**src/rtl/sorted_writer_if.sv**
```systemverilog
// Load-side bus of the sorted writer: value handshake, clear, RAM write port and status.
interface sorted_writer_if #(
  parameter int unsigned ADDR_W = 5,
  parameter int unsigned DATA_W = 8
);
  logic              in_valid;
  logic [DATA_W-1:0] in_data;
  logic              in_ready;
  logic              clear;
  logic [ADDR_W-1:0] address;
  logic              wr_en;
  logic [DATA_W-1:0] wr_data;
  logic [DATA_W-1:0] q;
  logic [ADDR_W:0]   count;
  logic              full;
  logic              busy;

  // Producer and RAM side
  modport master (
    output in_valid, in_data, clear, q,
    input  in_ready, address, wr_en, wr_data, count, full, busy
  );

  // Sorted writer side
  modport slave (
    input  in_valid, in_data, clear, q,
    output in_ready, address, wr_en, wr_data, count, full, busy
  );
endinterface

```
**src/rtl/sorted_writer.sv**
```systemverilog
// Insertion-sorts incoming values into a single-port RAM, shifting larger entries up one slot
// at a time until the new value's slot is found.
module sorted_writer #(
  parameter int unsigned DEPTH  = 32,
  parameter int unsigned ADDR_W = 5,
  parameter int unsigned DATA_W = 8
) (
  input logic            clk,
  input logic            reset_n,
  sorted_writer_if.slave bus
);

  typedef enum logic [1:0] {StIdle, StRead, StCmp, StPlace} state_e;

  state_e            state_q, state_d;
  logic [DATA_W-1:0] val_q, val_d;
  logic [ADDR_W:0]   pos_q, pos_d;
  logic [ADDR_W:0]   count_q, count_d;
  logic [ADDR_W-1:0] addr_q, addr_d;
  logic [ADDR_W:0]   pos_dec;
  logic              wr_en;
  logic [DATA_W-1:0] wr_data;
  logic              in_ready;
  logic              full;

  assign pos_dec = pos_q - 1'b1;
  assign full    = (count_q == (ADDR_W+1)'(DEPTH));

  // Next-state, RAM port and handshake decode
  always_comb begin
    state_d  = state_q;
    val_d    = val_q;
    pos_d    = pos_q;
    count_d  = count_q;
    addr_d   = addr_q;
    wr_en    = 1'b0;
    wr_data  = val_q;
    in_ready = 1'b0;
    unique case (state_q)
      StIdle: begin
        in_ready = !full && !bus.clear;
        if (bus.clear) begin
          count_d = '0;
        end else if (bus.in_valid && in_ready) begin
          val_d   = bus.in_data;
          pos_d   = count_q;
          state_d = (count_q == '0) ? StPlace : StRead;
        end
      end
      StRead: begin
        addr_d  = pos_dec[ADDR_W-1:0];
        state_d = StCmp;
      end
      StCmp: begin
        // q is RAM[pos-1]; a strictly larger entry moves up, equal ones stay below the new value
        if (bus.q > val_q) begin
          addr_d  = pos_q[ADDR_W-1:0];
          wr_data = bus.q;
          wr_en   = 1'b1;
          pos_d   = pos_dec;
          state_d = (pos_dec == '0) ? StPlace : StRead;
        end else begin
          state_d = StPlace;
        end
      end
      StPlace: begin
        addr_d  = pos_q[ADDR_W-1:0];
        wr_data = val_q;
        wr_en   = 1'b1;
        count_d = count_q + 1'b1;
        state_d = StIdle;
      end
      default: state_d = StIdle;
    endcase
  end

  // State and datapath registers; address is held between accesses
  always_ff @(posedge clk or negedge reset_n) begin
    if (!reset_n) begin
      state_q <= StIdle;
      val_q   <= '0;
      pos_q   <= '0;
      count_q <= '0;
      addr_q  <= '0;
    end else begin
      state_q <= state_d;
      val_q   <= val_d;
      pos_q   <= pos_d;
      count_q <= count_d;
      addr_q  <= addr_d;
    end
  end

  assign bus.in_ready = in_ready;
  assign bus.address  = addr_d;
  assign bus.wr_en    = wr_en;
  assign bus.wr_data  = wr_data;
  assign bus.count    = count_q;
  assign bus.full     = full;
  assign bus.busy     = (state_q != StIdle);

endmodule
```
**src/flat_wrapper.sv**
```systemverilog
// flat-port wrapper written by rule: the top's interface ports become plain ports
module sorted_writer_flat 
#(
  parameter int unsigned DEPTH  = 32,
  parameter int unsigned ADDR_W = 5,
  parameter int unsigned DATA_W = 8
)
  (clk, reset_n, bus_in_valid, bus_in_data, bus_clear, bus_q, bus_in_ready, bus_address, bus_wr_en, bus_wr_data, bus_count, bus_full, bus_busy);
  sorted_writer_if #(.ADDR_W(ADDR_W), .DATA_W(DATA_W)) bus_i ();
  input logic clk;
  input logic reset_n;
  input wire logic [$bits(bus_i.in_valid)-1:0] bus_in_valid;
  input wire logic [$bits(bus_i.in_data)-1:0] bus_in_data;
  input wire logic [$bits(bus_i.clear)-1:0] bus_clear;
  input wire logic [$bits(bus_i.q)-1:0] bus_q;
  output wire logic [$bits(bus_i.in_ready)-1:0] bus_in_ready;
  output wire logic [$bits(bus_i.address)-1:0] bus_address;
  output wire logic [$bits(bus_i.wr_en)-1:0] bus_wr_en;
  output wire logic [$bits(bus_i.wr_data)-1:0] bus_wr_data;
  output wire logic [$bits(bus_i.count)-1:0] bus_count;
  output wire logic [$bits(bus_i.full)-1:0] bus_full;
  output wire logic [$bits(bus_i.busy)-1:0] bus_busy;
  assign bus_i.in_valid = bus_in_valid;
  assign bus_i.in_data = bus_in_data;
  assign bus_i.clear = bus_clear;
  assign bus_i.q = bus_q;
  assign bus_in_ready = bus_i.in_ready;
  assign bus_address = bus_i.address;
  assign bus_wr_en = bus_i.wr_en;
  assign bus_wr_data = bus_i.wr_data;
  assign bus_count = bus_i.count;
  assign bus_full = bus_i.full;
  assign bus_busy = bus_i.busy;
  sorted_writer #(.DEPTH(DEPTH), .ADDR_W(ADDR_W), .DATA_W(DATA_W)) u_core (.clk(clk), .reset_n(reset_n), .bus(bus_i));
endmodule
```
**config.mk**
```make
export PLATFORM = sky130hd
export DESIGN_NAME = sorted_writer_flat
export DESIGN_NICKNAME = d
export VERILOG_FILES = /design/src/rtl/sorted_writer_if.sv /design/src/rtl/sorted_writer.sv /design/src/flat_wrapper.sv
export SDC_FILE = /design/constraint.sdc
export NUM_CORES = 1
export LEC_CHECK = 0
export CAP_MARGIN = 20
export CORE_MARGIN = 2
export CORE_UTILIZATION = 45
export CTS_CLUSTER_DIAMETER = 120
export DETAILED_ROUTE_END_ITERATION = 8
export PLACE_DENSITY = 0.74
export SYNTH_ARGS = -nofsm -noshare
export SYNTH_HDL_FRONTEND = slang
export SYNTH_SLANG_ARGS = --single-unit
```
**constraint.sdc**
```tcl
create_clock -name clk -period 3.3 [get_ports clk]
set_clock_uncertainty 0.1 [all_clocks]
set_input_delay 0.825 -clock clk [delete_from_list [all_inputs] [get_ports clk]]
set_output_delay 0.825 -clock clk [all_outputs]
set_load 0.01 [all_outputs]
```
==> impl_metrics.ini <==
[critical_path]
crit_buf_inv = 3
worst_r2r_endpoint = u_core.pos_q[3]$_DFFE_PN0P_
critPathLaunchType = input pin
crit_path_end_kind = output port
setup.worst_path.end = bus_wr_data[6]
worstSetupPathDepth = 10
timing_worst_setup_path_type = input pin to output port
critical_path.max_fanout = 5
crit_path_top_delay_cell = sky130_fd_sc_hd__mux2_4
ff2ff_path_depth = 12
worst_setup_path_startpoint = bus_q[1]
rrSetupSlack_ps = 780
r2r-start = u_core.val_q[1]$_DFFE_PN0P_
required_ps = 2370
crit_path_arrival_time_ps = 2500
cpPeakStageDelay_ps = 300
worstPathCellList = buf_8 -> ha_4 -> nor2b_4 -> o211ai_1 -> a21oi_2 -> o21ba_4 -> and2_4 -> buf_12 -> mux2_4 -> buf_6
critical-path-top-delay-family = compound AO/OA/AOI/OAI gates

[finish]
postLayoutCoreUtil_pct = 67.6
synthToLayoutAreaGrowth_pct = 42.5
layout.nets = 275
instances_no_fill = 290
mostFrequentLayoutCell = sky130_fd_sc_hd__dfrtp_1
multi_input_area_mm2 = 0.00116
antennaDiodeCount = 0
sequential_cell_area_um2 = 676
mostFrequentLayoutCells = sky130_fd_sc_hd__dfrtp_1, sky130_fd_sc_hd__clkdlybuf4s50_1, sky130_fd_sc_hd__nand2_1, sky130_fd_sc_hd__nor2_1
final_layout_size_suffix_gt1_share_pct = 33.9
nFillCells = 288

[grt]
grt_first_pass_wirelength_um = 7210
grt_pass1_vias = 1577
groute.usage.overall_pct = 21.4
grt_remaining_overflow = 0
grt_start_max_net_pins = 28
grt_antenna_before_repair = 0

[synthesis]
synth.yosys.warnings = 0
largest_family_of_logic_cells_by_synthesized_area = simple AND/OR/NAND/NOR gates
synth_area_per_cell_um2 = 9.33
synth_adder_area_share_pct = 8.52
synthesis.instances = 189
post_synth_num_cell_types = 44
synth_fp_nets = 221
postSynthRegisterBits = 27
yosys.area_share.simple_pct = 19.7
mappedNetlistArea_mm2 = 0.00176
synth_mux_area_share_pct = 5.11
synth.yosys.seq_area_share_pct = 38.3
synthXorXnorAreaFrac_pct = 3.97
synth_compound_gate_area_share_pct = 18.4

[drt]
routed_via_density = 5.54
antenna_left = 0
routed-via-count = 1608
dr.first_iter.drc_count = 95
drtPass1Iterations = 4
wirelength_um = 4410
drc_errors = 0
wl_per_cell_um = 15.2

[sta]
timing.final.crit_period_ps = 3420
final_report_setup_violation_count = 12
max-slew-margin-rel_pct = 60.3
setup_tns_ps = -1080
finalCritPeriodShare_pct = 104
timing_worst_slew_pin_value_ps = 591
final-hold-violation-count = 0
achievable-frequency_mhz = 292
rsz0062_at_grt = true
hold_slack_ps = 422
slew_viol_final = 0
min_setup_slack_post_route_ps = -123

[place]
dp_worst_setup_slack_ps = -1010
place.port_buffers = 42
gpl_wtd_cong = 0.854
place.detailed.instances = 279
post-dp-hpwl_um = 2810

[run_status]
violated_checks = negative setup slack
status = complete, but fails checks

[floorplan]
floorplan.initialDensity_pct = 47.4
fp.dieH_um = 66.6
io-pin-count = 43
die_width_um = 66.6
floorplan.die_area_mm2 = 0.00443
rows = 22
core_mm2 = 0.00372

[clock_network]
cts.hold.buffers_added = 0
clk_pin_slew_ps = 90
cts_buffers = 3
clkLatencyLatePin_ps = 270
cts_htree_levels = 1
clk_tree_root_cell = sky130_fd_sc_hd__clkbuf_8
cts_buffer_depth = 2
clkSinkCount = 27
cts_tree = yes

[pwr]
power.density_mw_per_mm2 = 975
peak_vdd_ir_v = 0.000336
leakagePower_nw = 1.10

[run]
cap_violations = 0

[hold_path]
min-delay-path-class = register to register
[through the flow]
step / total power [mW] / instance area (um2)
3_5_place_dp: 2.00 / 2270
2_1_floorplan: 1.46 / 1760
3_3_place_gp: 1.99 / 2270
6_report: 2.45 / 2510
5_1_grt: 2.64 / 2510
4_1_cts: 2.38 / 2480
[registers in the layout, summed over array words and instances, names as in the netlist]
| signal | flops |
|---|---|
| u_core.pos_q | 6 |
| u_core.val_q | 8 |
| u_core.state_q | 2 |
| u_core.bus.count | 6 |
| u_core.addr_q | 5 |
[logic make-up (layout without fill, tap and decap cells)]
logic type               after synthesis  count (layout)
AO/OA/AOI/OAI                         44              44
multiplexers                           8               8
adder cells (fa/ha/maj)               12              12
flip-flops                            27              27
buffers and inverters                 24              77
AND/OR/NAND/NOR                       66              66
XOR/XNOR                               8               8
[final cells by class]
class,instances,area share [%]
clock buffer,4,1.79
inverter,14,2.09
multi-input combinational,138,46.1
sequential,27,26.9
tap,48,2.39
timing repair buffer,59,20.8
[how the worst min path moves through the flow]
stage / startpoint / cells after the start / end / slack [ps]
global placement: u_core.val_q[0]$_DFFE_PN0P_ / 2 / u_core.val_q[0]$_DFFE_PN0P_ / 390
detailed placement: u_core.val_q[0]$_DFFE_PN0P_ / 2 / u_core.val_q[0]$_DFFE_PN0P_ / 390
floorplan: u_core.val_q[0]$_DFFE_PN0P_ / 2 / u_core.val_q[0]$_DFFE_PN0P_ / 370
finish: u_core.addr_q[1]$_DFF_PN0_ / 1 / u_core.addr_q[1]$_DFF_PN0_ / 420
CTS: u_core.val_q[0]$_DFFE_PN0P_ / 2 / u_core.val_q[0]$_DFFE_PN0P_ / 420
global route: u_core.addr_q[2]$_DFF_PN0_ / 1 / u_core.addr_q[2]$_DFF_PN0_ / 440
[per-layer routing]
metal,GRT usage (%),vias to the layer above,part of all wire [%]
met3,3.72,4,4.5
met2,37.8,37,50
met1,26.8,786,44
li1,-,781,-
met4,5.36,0,1.0
met5,0,-,0
[repair_timing]
action                     in CTS  in global routing
pin swaps                      16                  4
resized for setup             124                  8
setup endpoints to repair      14                 14
hold endpoints to repair        0                  0
buffers inserted                6                  1
[Yosys cell counts, drive strengths merged]
| cell type | instances | share of area (%) |
|---|---|---|
| clkbuf | 4 | 0.85 |
| nand3 | 8 | 2.3 |
| a22oi | 3 | 1.3 |
| mux2 | 8 | 5.1 |
| nor2 | 15 | 3.6 |
| o311ai | 1 | 0.50 |
| nor2b | 2 | 0.71 |
| nand2b | 4 | 1.4 |
| nor3b | 2 | 1.1 |
| a31o | 1 | 0.50 |
| o31a | 1 | 0.99 |
| nor4b | 1 | 0.85 |
| a221o | 4 | 2.3 |
| o21a | 1 | 0.43 |
| dfrtp | 27 | 38 |
| a311oi | 4 | 2.7 |
| o221ai | 2 | 0.99 |
| and3 | 4 | 1.5 |
| xnor2 | 4 | 2.0 |
| inv | 14 | 3.0 |
| a21oi | 8 | 2.3 |
| nand2 | 18 | 3.8 |
| nor3 | 2 | 0.57 |
| or2b | 1 | 0.50 |
| ha | 12 | 8.5 |
| o21ai | 13 | 3.7 |
| nor4 | 1 | 0.36 |
| or3 | 2 | 0.71 |
| xor2 | 4 | 2.0 |
| o41ai | 1 | 0.50 |
| and2 | 3 | 1.2 |
| buf | 6 | 2.1 |
| nand4 | 3 | 1.1 |
| o21ba | 1 | 0.57 |
| o211ai | 4 | 1.7 |
[where the power goes]
group / switching (mW) / leakage (nW) / total, mW / internal, mW
clock: 0.103 / 0.0228 / 0.190 / 0.0866
combinational: 0.793 / 0.733 / 1.64 / 0.849
sequential: 0.148 / 0.342 / 0.618 / 0.470
total: 1.04 / 1.10 / 2.45 / 1.41
No activity file was read; power rests on OpenSTA's default activity.
